<file path="config.mk">
export PLATFORM = sky130hd
export DESIGN_NAME = sha3_digest_serializer_flat
export DESIGN_NICKNAME = d
export VERILOG_FILES = /design/src/rtl/sha3_digest_serializer_if.sv /design/src/rtl/sha3_digest_serializer.sv /design/src/flat_wrapper.sv
export SDC_FILE = /design/constraint.sdc
export NUM_CORES = 1
export LEC_CHECK = 0
export ABC_CLOCK_PERIOD_IN_PS = 17900
export CAP_MARGIN = 20
export CORE_AREA = 2 2 639 641
export DETAILED_ROUTE_END_ITERATION = 6
export DIE_AREA = 0 0 641 643
export GPL_ROUTABILITY_DRIVEN = 1
export PLACE_DENSITY = 0.33
export SLEW_MARGIN = 5
export SYNTH_ARGS = -nofsm -noshare
export SYNTH_HDL_FRONTEND = slang
export SYNTH_SLANG_ARGS = --single-unit
</file>
<file path="constraint.sdc">
create_clock -name ACLK -period 17.9 [get_ports ACLK]
set_clock_uncertainty 0.05 [all_clocks]
set_input_delay 3.58 -clock ACLK [delete_from_list [all_inputs] [get_ports ACLK]]
set_output_delay 3.58 -clock ACLK [all_outputs]
set_load 0.03 [all_outputs]
</file>
<file path="src/rtl/sha3_digest_serializer_if.sv">
// Handshake bundle between the Keccak core, the digest serializer and the downstream sink.
// The slave modport is the serializer's view; master is the environment driving it.
interface sha3_digest_serializer_if #(
    parameter int OUT_W = 16
);
    logic                   s_valid;
    logic                   s_ready;
    logic [4:0][4:0][63:0]  s_state;
    logic [1:0]             s_mode;
    logic [1:0]             s_id;
    logic [OUT_W-1:0]       m_data;
    logic                   m_valid;
    logic                   m_ready;
    logic                   m_last;
    logic [1:0]             m_id;

    modport slave (
        input  s_valid, s_state, s_mode, s_id, m_ready,
        output s_ready, m_data, m_valid, m_last, m_id
    );

    modport master (
        output s_valid, s_state, s_mode, s_id, m_ready,
        input  s_ready, m_data, m_valid, m_last, m_id
    );
endinterface

</file>
<file path="src/rtl/sha3_digest_serializer.sv">
// Captures the low 512 bits of a permuted Keccak state and streams the selected
// SHA-3 digest out as OUT_W-bit words, first digest byte in the low bits.
module sha3_digest_serializer #(
    parameter int OUT_W = 16
) (
    input  logic                           ACLK,
    input  logic                           ARESET,
    sha3_digest_serializer_if.slave        bus,
    output logic                           busy
);
    typedef enum logic {IDLE, SEND} state_e;

    localparam logic [5:0] LAST_224 = 6'(224 / OUT_W - 1);
    localparam logic [5:0] LAST_256 = 6'(256 / OUT_W - 1);
    localparam logic [5:0] LAST_384 = 6'(384 / OUT_W - 1);
    localparam logic [5:0] LAST_512 = 6'(512 / OUT_W - 1);

    state_e       state_q, state_d;
    logic [511:0] digest_q, digest_d;
    logic [5:0]   cnt_q, cnt_d;
    logic [5:0]   last_idx_q, last_idx_d;
    logic [1:0]   id_q, id_d;
    logic [8:0]   bit_base;
    logic         capture, xfer, at_last;

    assign capture = (state_q == IDLE) && bus.s_valid;
    assign xfer    = (state_q == SEND) && bus.m_ready;
    assign at_last = (cnt_q == last_idx_q);

    // NOTE: sequential state uses non-blocking assignments so every register samples pre-edge values.
    always_ff @(posedge ACLK) begin
        if (ARESET) begin
            state_q <= IDLE;
        end else begin
            state_q <= state_d;
        end
    end

    // NOTE: every combinational output gets a default first so no latch is inferred.
    always_comb begin
        state_d = state_q;
        case (state_q)
            IDLE:    if (bus.s_valid) state_d = SEND;
            SEND:    if (bus.m_ready && at_last) state_d = IDLE;
            default: state_d = IDLE;
        endcase
    end

    always_comb begin
        bit_base    = 9'(cnt_q) * 9'(OUT_W);
        bus.s_ready = (state_q == IDLE) && !ARESET;
        bus.m_valid = (state_q == SEND);
        bus.m_last  = (state_q == SEND) && at_last;
        bus.m_data  = (state_q == SEND) ? digest_q[bit_base +: OUT_W] : '0;
        bus.m_id    = id_q;
        busy        = (state_q == SEND);
    end

    // Lane i lives at s_state[i mod 5][i div 5]; lanes 0..7 hold the largest digest.
    always_comb begin
        digest_d   = digest_q;
        cnt_d      = cnt_q;
        last_idx_d = last_idx_q;
        id_d       = id_q;
        if (capture) begin
            digest_d = {bus.s_state[2][1], bus.s_state[1][1], bus.s_state[0][1],
                        bus.s_state[4][0], bus.s_state[3][0], bus.s_state[2][0],
                        bus.s_state[1][0], bus.s_state[0][0]};
            cnt_d    = '0;
            id_d     = bus.s_id;
            case (bus.s_mode)
                2'b00:   last_idx_d = LAST_224;
                2'b01:   last_idx_d = LAST_256;
                2'b10:   last_idx_d = LAST_384;
                default: last_idx_d = LAST_512;
            endcase
        end else if (xfer && !at_last) begin
            cnt_d = cnt_q + 6'd1;
        end
    end

    always_ff @(posedge ACLK) begin
        if (ARESET) begin
            cnt_q      <= '0;
            last_idx_q <= '0;
            id_q       <= '0;
        end else begin
            cnt_q      <= cnt_d;
            last_idx_q <= last_idx_d;
            id_q       <= id_d;
        end
    end

    // NOTE: the digest buffer is deliberately not reset; m_data is forced to zero outside SEND.
    always_ff @(posedge ACLK) begin
        if (!ARESET) begin
            digest_q <= digest_d;
        end
    end
endmodule
</file>
<file path="src/flat_wrapper.sv">
// flat-port wrapper written by rule: the top's interface ports become plain ports
module sha3_digest_serializer_flat 
#(
    parameter int OUT_W = 16
)
  (ACLK, ARESET, busy, bus_s_valid, bus_s_state, bus_s_mode, bus_s_id, bus_m_ready, bus_s_ready, bus_m_data, bus_m_valid, bus_m_last, bus_m_id);
  sha3_digest_serializer_if #(.OUT_W(OUT_W)) bus_i ();
  input  logic ACLK;
  input  logic ARESET;
  output logic busy;
  input wire logic [$bits(bus_i.s_valid)-1:0] bus_s_valid;
  input wire logic [$bits(bus_i.s_state)-1:0] bus_s_state;
  input wire logic [$bits(bus_i.s_mode)-1:0] bus_s_mode;
  input wire logic [$bits(bus_i.s_id)-1:0] bus_s_id;
  input wire logic [$bits(bus_i.m_ready)-1:0] bus_m_ready;
  output wire logic [$bits(bus_i.s_ready)-1:0] bus_s_ready;
  output wire logic [$bits(bus_i.m_data)-1:0] bus_m_data;
  output wire logic [$bits(bus_i.m_valid)-1:0] bus_m_valid;
  output wire logic [$bits(bus_i.m_last)-1:0] bus_m_last;
  output wire logic [$bits(bus_i.m_id)-1:0] bus_m_id;
  assign bus_i.s_valid = bus_s_valid;
  assign bus_i.s_state = bus_s_state;
  assign bus_i.s_mode = bus_s_mode;
  assign bus_i.s_id = bus_s_id;
  assign bus_i.m_ready = bus_m_ready;
  assign bus_s_ready = bus_i.s_ready;
  assign bus_m_data = bus_i.m_data;
  assign bus_m_valid = bus_i.m_valid;
  assign bus_m_last = bus_i.m_last;
  assign bus_m_id = bus_i.m_id;
  sha3_digest_serializer #(.OUT_W(OUT_W)) u_core (.ACLK(ACLK), .ARESET(ARESET), .bus(bus_i), .busy(busy));
endmodule
</file>
[Yosys cells after proc, flatten, opt, wreduce, memory -nomap -nowiden]
Cells that the tools add are included.
Storage, ports and cells
  word-level logic and storage cells: 28
  output and inout bits: 22
  register bits after elaboration: 527
  bits of input ports: 1608
Operators by class
  bitwise operators: 2
  shifts and indexed selects: 1
  reduce and logical (&&, ||, !) cells: 11
  multiplexer cells: 5
  $add $sub $neg: 1
  equality and inequality tests: 3
Operator list (count)
  $shiftx 512x10->16: 1
  $mux 16: 1
  $pmux 5 s3: 1
  $add 6x1->6 const B: 1
  $eq 6x6->1: 1
  $logic_and 1x1->1: 6
  $eq 2x1->1 const B: 1
  $eq 2x2->1 const B: 1
  $logic_not 1->1: 2
  $logic_not 2->1: 1
  $mux 1: 2
  $not 1->1: 2
  $pmux 1 s2: 1
  $reduce_and 2->1: 1
  $reduce_or 2->1: 1

[Logic depth before layout (Yosys ltp)]
Gate-level depths: netlist (run 1).
  word-level depth: 4
  gate-level depth with buffers: 9

[Least setup slack after synthesis (run 1)]
No wires, ideal clock.
  path type: input-to-reg
  from: in ARESET
  to: reg u_core.last_idx_q[1]
  stages on the path: 5
  setup time: 0.099 ns
  data required time: 17.751 ns
  buffers on the path: 0
  arrival time: 15.221 ns
  setup slack: 2.529 ns
  cell sequence: nor2_1 nand2_1 inv_1 o21ai_0 nand2_1
RTL lines
  start: declaration: RTL line flat_wrapper.sv:9  | input logic ARESET;
  end signal: assignment: RTL line sha3_digest_serializer.sv:89  | last_idx_q <= last_idx_d;
  end: declaration: RTL line sha3_digest_serializer.sv:21  | logic [5:0] last_idx_q, last_idx_d;

[Worst setup path in the final report (run 1)]
  from: reg u_core.cnt_q[1]
  to: out bus_m_data[11]
On the way
  cells in the longest elaborated chain, start to end: 2
RTL lines
  start: declaration: RTL line sha3_digest_serializer.sv:20  | logic [5:0] cnt_q, cnt_d;
  start signal: assignment: RTL line sha3_digest_serializer.sv:88  | cnt_q <= cnt_d;
  $shiftx 512x10->16: RTL line sha3_digest_serializer.sv:54  | bus.m_data = (state_q == SEND) ? digest_q[bit_base +: OUT_W] : '0;
  $mux 16: RTL line sha3_digest_serializer.sv:54
  end: declaration: RTL line flat_wrapper.sv:17  | output wire logic [$bits(bus_i.m_data)-1:0] bus_m_data;
Every way passes these cells.

==> results of run 1 <==
-- state kept, by name (all words and copies together), names as in the netlist --
signal	cells
u_core.digest_q	512
u_core.cnt_q	6
u_core.last_idx_q	4
u_core.bus.m_id	2
u_core.bus.m_valid	1
-- cells by family after synthesis --
family | count (synthesis) | synth area share (%)
buf+inv | 57 | 1.78
fa+ha+maj | 1 | 0.0623
flops | 525 | 77.8
compound gates | 126 | 5.15
xor+xnor | 7 | 0.305
simple gates | 30 | 0.722
mux | 163 | 14.2
-- path summary, 6_finish.rpt --
path,startpoint,to,slack (ns),depth (start not counted)
hold reg to reg,u_core.last_idx_q[1],u_core.last_idx_q[1],0.41,2
setup / recovery,u_core.cnt_q[1],bus_m_data[11],8.69,8
setup reg to reg,u_core.bus.m_valid,u_core.digest_q[358],14.16,5
hold / removal,u_core.last_idx_q[1],u_core.last_idx_q[1],0.41,2
-- cell usage after synthesis --
master	count
inv_1	3
a21o_1	1
buf_12	1
a211oi_2	2
a21oi_1	18
a22oi_1	15
nor2_1	10
clkbuf_1	23
o22ai_1	16
edfxtp_1	512
dfxtp_1	13
buf_2	9
mux4_2	97
o221ai_1	15
buf_8	1
buf_1	2
nand3b_1	2
a22o_1	18
a31o_1	1
mux2i_1	66
and3_1	2
xor2_1	3
or3_1	1
nand3_1	4
ha_1	1
a21oi_2	1
xnor2_1	4
and4_1	1
o21ai_0	3
nor2b_1	3
buf_4	8
a31oi_1	2
a2111oi_2	15
o21ai_1	1
a211oi_1	18
nand2_1	7
buf_6	10
-- metrics by stage --
stage          cells  total power, mW  worst slack, ns
3_5_place_dp    6861             1.73             8.91
4_1_cts         6988             3.19             8.02
6_report        7001             3.09             8.69
3_3_place_gp    6860             1.72             8.69
2_1_floorplan    909             1.55             2.53
5_1_grt         6995             3.23             8.16
-- power groups by stage --
stage | Combinational [mW] | Clock (mW) | Sequential [mW]
floorplan | 0.0758 | 0 | 1.48
global placement | 0.267 | 0 | 1.46
detailed placement | 0.269 | 0 | 1.46
CTS | 0.270 | 1.49 | 1.43
global route | 0.276 | 1.52 | 1.44
finish | 0.257 | 1.41 | 1.43
-- metal layers --
metal / part of all wire, % / track usage, %
met1: 39 / 5.80
met2: 51 / 9.26
met3: 6.7 / 1.55
met4: 3.7 / 1.92
met5: 0.20 / 0
-- tightest hold or removal path, delay by kind of cell, from the launching register on --
family        cells  cell delay (ns)
simple gates      2             0.10
flops             1             0.32
-- cell type report --
cell class                      instances  area, µm²
Sequential cell                       525      15700
Clock inverter                         36        289
Fill cell                           46636     371000
Multi-Input combinational cell        327       4220
Antenna cell                           12       30.0
Clock buffer                           91       1940
Inverter                                3       18.8
Tap cell                             5428       6790
Timing Repair Buffer                  579       5720
==> results.cfg, run 1 <==
[floorplan]
placementRows = 234
io_pins = 1630
die_x_um = 641
die_h_um = 643
die-area_um2 = 412000
core_area_um2 = 405000
start_util_pct = 4.96

[pwr]
powerDensity_nw_per_um2 = 89.3
sw_frac_of_total_pct = 23.5
seqPwrFrac_pct = 46.3
p_comb_share_pct = 8.3
vdd_drop_max_uv = 65.7
p_int_mw = 2.37
power_switching_uw = 726
p_clk_share_pct = 45.4
p_leak_nw = 9.30

[layout]
stdcell_area_um2 = 34700
drive_above_1_share_pct = 16.8
area_growth_pct = 72.5
num-nets-final = 3119
final_common_cell = clkdlybuf4s50_1
final_cell_mix = clkdlybuf4s50_1, edfxtp_1, mux4_2, clkbuf_16, mux2i_1
postLayoutCoreUtil_pct = 8.55

[timing]
setup_viol = 0
rsz0062_at_grt = false
finalMaxSlewViolations = 0
fmaxAchievable_mhz = 109
maxSlewHeadroom_pct = 19.6
final_hold_viol_count = 0
holdWs_ns = 0.409
fin_crit_sh_pct = 51.4
worstMarginPinSlew_ns = 1.17
fin_tns_setup_ns = 0
finalCriticalPeriod_ns = 9.21

[logic_synthesis]
yosysTopAreaCellShare_pct = 76.5
syn_inst = 909
syn_area_um2 = 20100
synth_area_leaders = edfxtp_1, mux4_2, mux2i_1
ys_seq_area_share_pct = 77.8
synth-seq-cells = 525
synth.largest_area_cell = edfxtp_1
synth_nets = 2518
synth.avg_cell_area_um2 = 22.1
synthDistinctLibCells = 37
ys_warn_count = 0

[critical_path]
max_stage_delay_ns = 0.83
crit_top_cell = buf_4
cpMaxStageDelayCell = clkdlybuf4s50_1
path_max_fanout = 26
cp_data_required_time_ns = 14.27
cp-start-kind = register
critPathArrivalTime_ns = 5.58
worst-path-buf-inv = 4
path_delay_family = buffers and inverters
crit_chain = buf_4 > nor2b_4 > buf_4 > a22o_1 > a2111oi_2 > buf_4 > a211oi_1 > clkdlybuf4s50_1
endpoint_kind = output port
worst-setup-path-type = reg -> out

[place]
gp_congestion = 0.702
dp_hpwl_mm = 89.0
placed_area_um2 = 32400
numPortBuffers = 541

[cts]
holdBufCountCts = 0
worstSkewPairLatency_ns = 0.77
clock_path_buffers = 4
postCtsSetupRepairBufs = 0
htree_num_levels = 3
cts_root_buf = clkbuf_16
clkTransAtPathRegs_ns = 0.06
cts_tree = yes
cts_resized = 0
cts.sinks = 525
numCtsBuffers = 74

[worst_hold_path]
min_path_type = reg -> reg

[detailed_routing]
via_per_inst = 1.68
drt-initial-drc-count = 800
route.detailed.drc = 0
drt_wl_total_mm = 111
dr.pass1.iters = 5
vias = 11788
wl_per_cell_um = 15.8
final_antenna_net_count = 0

[global_route]
grt_overflow_total = 0
first_global_vias = 12606
grtUsageTotal_pct = 5.20
grt_pass1_wl_mm = 136
antenna_found_initial = 89
grt_max_degree = 114

[status]
status = finished, final reports clean

[run]
drv_cap = 0
(Power assumes the default switching activity.)
==> inputs of run 2 (changes only) <==
--- a/config.mk
+++ b/config.mk
@@ -5,13 +5,13 @@
 export SDC_FILE = /design/constraint.sdc
 export NUM_CORES = 1
 export LEC_CHECK = 0
-export ABC_CLOCK_PERIOD_IN_PS = 17900
+export ABC_CLOCK_PERIOD_IN_PS = 8100
 export CAP_MARGIN = 20
-export CORE_AREA = 2 2 639 641
+export CORE_AREA = 2 2 632 634
 export DETAILED_ROUTE_END_ITERATION = 6
-export DIE_AREA = 0 0 641 643
+export DIE_AREA = 0 0 634 636
 export GPL_ROUTABILITY_DRIVEN = 1
-export PLACE_DENSITY = 0.33
+export PLACE_DENSITY = 0.34
 export SLEW_MARGIN = 5
 export SYNTH_ARGS = -nofsm -noshare
 export SYNTH_HDL_FRONTEND = slang
==> constraint.sdc (replaced) <==
create_clock -name ACLK -period 8.1 [get_ports ACLK]
set_clock_uncertainty 0.05 [all_clocks]
set_input_delay 1.62 -clock ACLK [delete_from_list [all_inputs] [get_ports ACLK]]
set_output_delay 1.62 -clock ACLK [all_outputs]
set_load 0.03 [all_outputs]
==> run 2 against run 1 <==
Effect of this change: combinational power is 120% higher; clock power is 140% higher; non-clock buffer count is 4 higher; first-iteration DRC count is 32% lower; critical endpoint is now bus_m_data[3]; largest power group is now the clock network; highest routed layer unchanged.
==> results.cfg, run 2 (same netlist as run 1, synthesis figures left out) <==
[status]
status = finished, final reports clean

[cts]
htree_num_levels = 3
worstSkewPairLatency_ns = 0.79
numCtsBuffers = 79
clkTransAtPathRegs_ns = 0.06
cts.sinks = 525
holdBufCountCts = 0
postCtsSetupRepairBufs = 0
cts_root_buf = clkbuf_16
cts_tree = yes
clock_path_buffers = 4
cts_resized = 0

[detailed_routing]
route.detailed.drc = 0
wl_per_cell_um = 16.6
via_per_inst = 1.71
drt_wl_total_mm = 114
vias = 11714
final_antenna_net_count = 0
drt-initial-drc-count = 541
dr.pass1.iters = 5

[critical_path]
endpoint_kind = output port
worst-setup-path-type = reg -> out
cpMaxStageDelayCell = o221ai_1
critPathArrivalTime_ns = 5.11
crit_chain = nand3b_1 > buf_12 > o221ai_1 > a21oi_1 > a211oi_1 > clkdlybuf4s50_1
rr_worst_depth = 4
path_max_fanout = 15
regToRegEndpoint = u_core.digest_q[320]
cp-start-kind = register
cp_data_required_time_ns = 6.43
rr_startpoint = u_core.bus.m_valid
max_stage_delay_ns = 0.96
ff2ff_setup_slack_ns = 5.41

[run]
drv_cap = 0

[timing]
setup_viol = 0
fmaxAchievable_mhz = 147
rsz0062_at_grt = false
final_hold_viol_count = 0
fin_crit_sh_pct = 83.7
worstMarginPinSlew_ns = 1.24
finalCriticalPeriod_ns = 6.78
finalMaxSlewViolations = 0
maxSlewHeadroom_pct = 17.5

[global_route]
grt_max_degree = 146
grt_pass1_wl_mm = 140
antenna_found_initial = 95
grtUsageTotal_pct = 5.50
first_global_vias = 12583
grt_overflow_total = 0

[worst_hold_path]
min_path_type = reg -> reg
hold-path-cell-count = 2
hp-start = u_core.last_idx_q[1]
worstHoldEndpoint = u_core.last_idx_q[1]

[floorplan]
placementRows = 232
die-area_um2 = 403000
die_x_um = 634
core_area_um2 = 397000
io_pins = 1630
start_util_pct = 5.06
die_h_um = 636

[layout]
postLayoutCoreUtil_pct = 8.78
top_regs = u_core.digest_q: 512 flops, u_core.cnt_q: 6 flops, u_core.last_idx_q: 4 flops
drive_above_1_share_pct = 17.8
final_cell_mix = clkdlybuf4s50_1, edfxtp_1, mux4_2, clkbuf_16, mux2i_1
area_growth_pct = 73.6
multi_input_area_um2 = 4270
fillers = 45579
largest_register_ffs = 512
regMostFlops = u_core.digest_q
stdcell_area_um2 = 34900
seq_area_um2 = 15700
final_common_cell = clkdlybuf4s50_1
num-nets-final = 3128

[pwr]
p_clk_share_pct = 48.0
power_switching_mw = 1.66
seqPwrFrac_pct = 44.1
vdd_drop_max_uv = 138
p_comb_share_pct = 7.9
p_total_mw = 7.18
sw_frac_of_total_pct = 23.2
powerDensity_nw_per_um2 = 206
p_int_mw = 5.51
p_leak_nw = 9.49

[place]
numPortBuffers = 541
dp_hpwl_mm = 91.2
placed_area_um2 = 32300
gp_congestion = 0.700
-- run 2: changes by cell type in the layout (fill, tap and decap cells not counted), moves of 2 or more --
cell	previous run	this run
diode_2	12	19
bufinv_16	3	9
clkinv_2	8	14
buf_12	0	5
a2111oi_2	10	6
a2111oi_4	5	9
clkbuf_16	75	79
clkinv_4	6	2
buf_4	37	35
clkbuf_1	16	14
clkinv_1	14	12
clkinv_8	0	2
-- run 2: per-stage QoR --
step	setup slack, ns	TNS (ns)	hold slack, ns	cells
CTS	1.05	0	0.411	6838
global route	1.15	0	0.439	6846
finish	1.32	0	0.410	6858
detailed placement	1.94	0	0.403	6702
global placement	1.83	0	0.414	6698
floorplan	-1.86	-957.32	0.380	909
-- run 2: worst max-delay path by stage --
| stage | startpoint | to | slack, ns | cells past startpoint |
|---|---|---|---|---|
| 6_report | u_core.cnt_q[3] | bus_m_data[3] | 1.32 | 6 |
| 5_1_grt | u_core.cnt_q[3] | bus_m_data[3] | 1.15 | 6 |
| 4_1_cts | u_core.cnt_q[0] | bus_m_data[15] | 1.05 | 8 |
| 3_5_place_dp | u_core.cnt_q[0] | bus_m_data[15] | 1.94 | 8 |
| 3_3_place_gp | u_core.cnt_q[3] | bus_m_data[10] | 1.83 | 6 |
| 2_1_floorplan | ARESET | u_core.digest_q[0] | -1.86 | 3 |
-- run 2: final cells by class --
type	instances	area share [%]
Clock inverter	43	1.36
Sequential cell	525	44.9
Tap cell	5265	18.9
Timing Repair Buffer	583	16.7
Inverter	3	0.0430
Antenna cell	19	0.136
Multi-Input combinational cell	327	12.2
Clock buffer	93	5.82
-- run 2: routing by layer --
metal	share of wire, %	up-vias	track usage [%]
met2	50	495	9.52
met1	39	5810	6.14
li1	-	5150	-
met4	3.0	56	1.90
met3	8.3	203	2.07
met5	0.29	-	0
-- run 2: critical path: cells and delay by family, from the launching register on --
family                 cells  cell delay [ns]
buffers and inverters      2             1.29
flip-flops                 1             0.88
AND/OR/NAND/NOR            1             0.72
AO/OA/AOI/OAI              3             1.35
-- run 2: power groups by stage --
stage | Combinational, mW | Clock, mW | Sequential [mW]
after floorplan | 0.168 | 0 | 3.25
after global placement | 0.592 | 0 | 3.22
after detailed placement | 0.598 | 0 | 3.22
after CTS | 0.599 | 3.65 | 3.17
after global routing | 0.615 | 3.72 | 3.17
final | 0.569 | 3.44 | 3.16
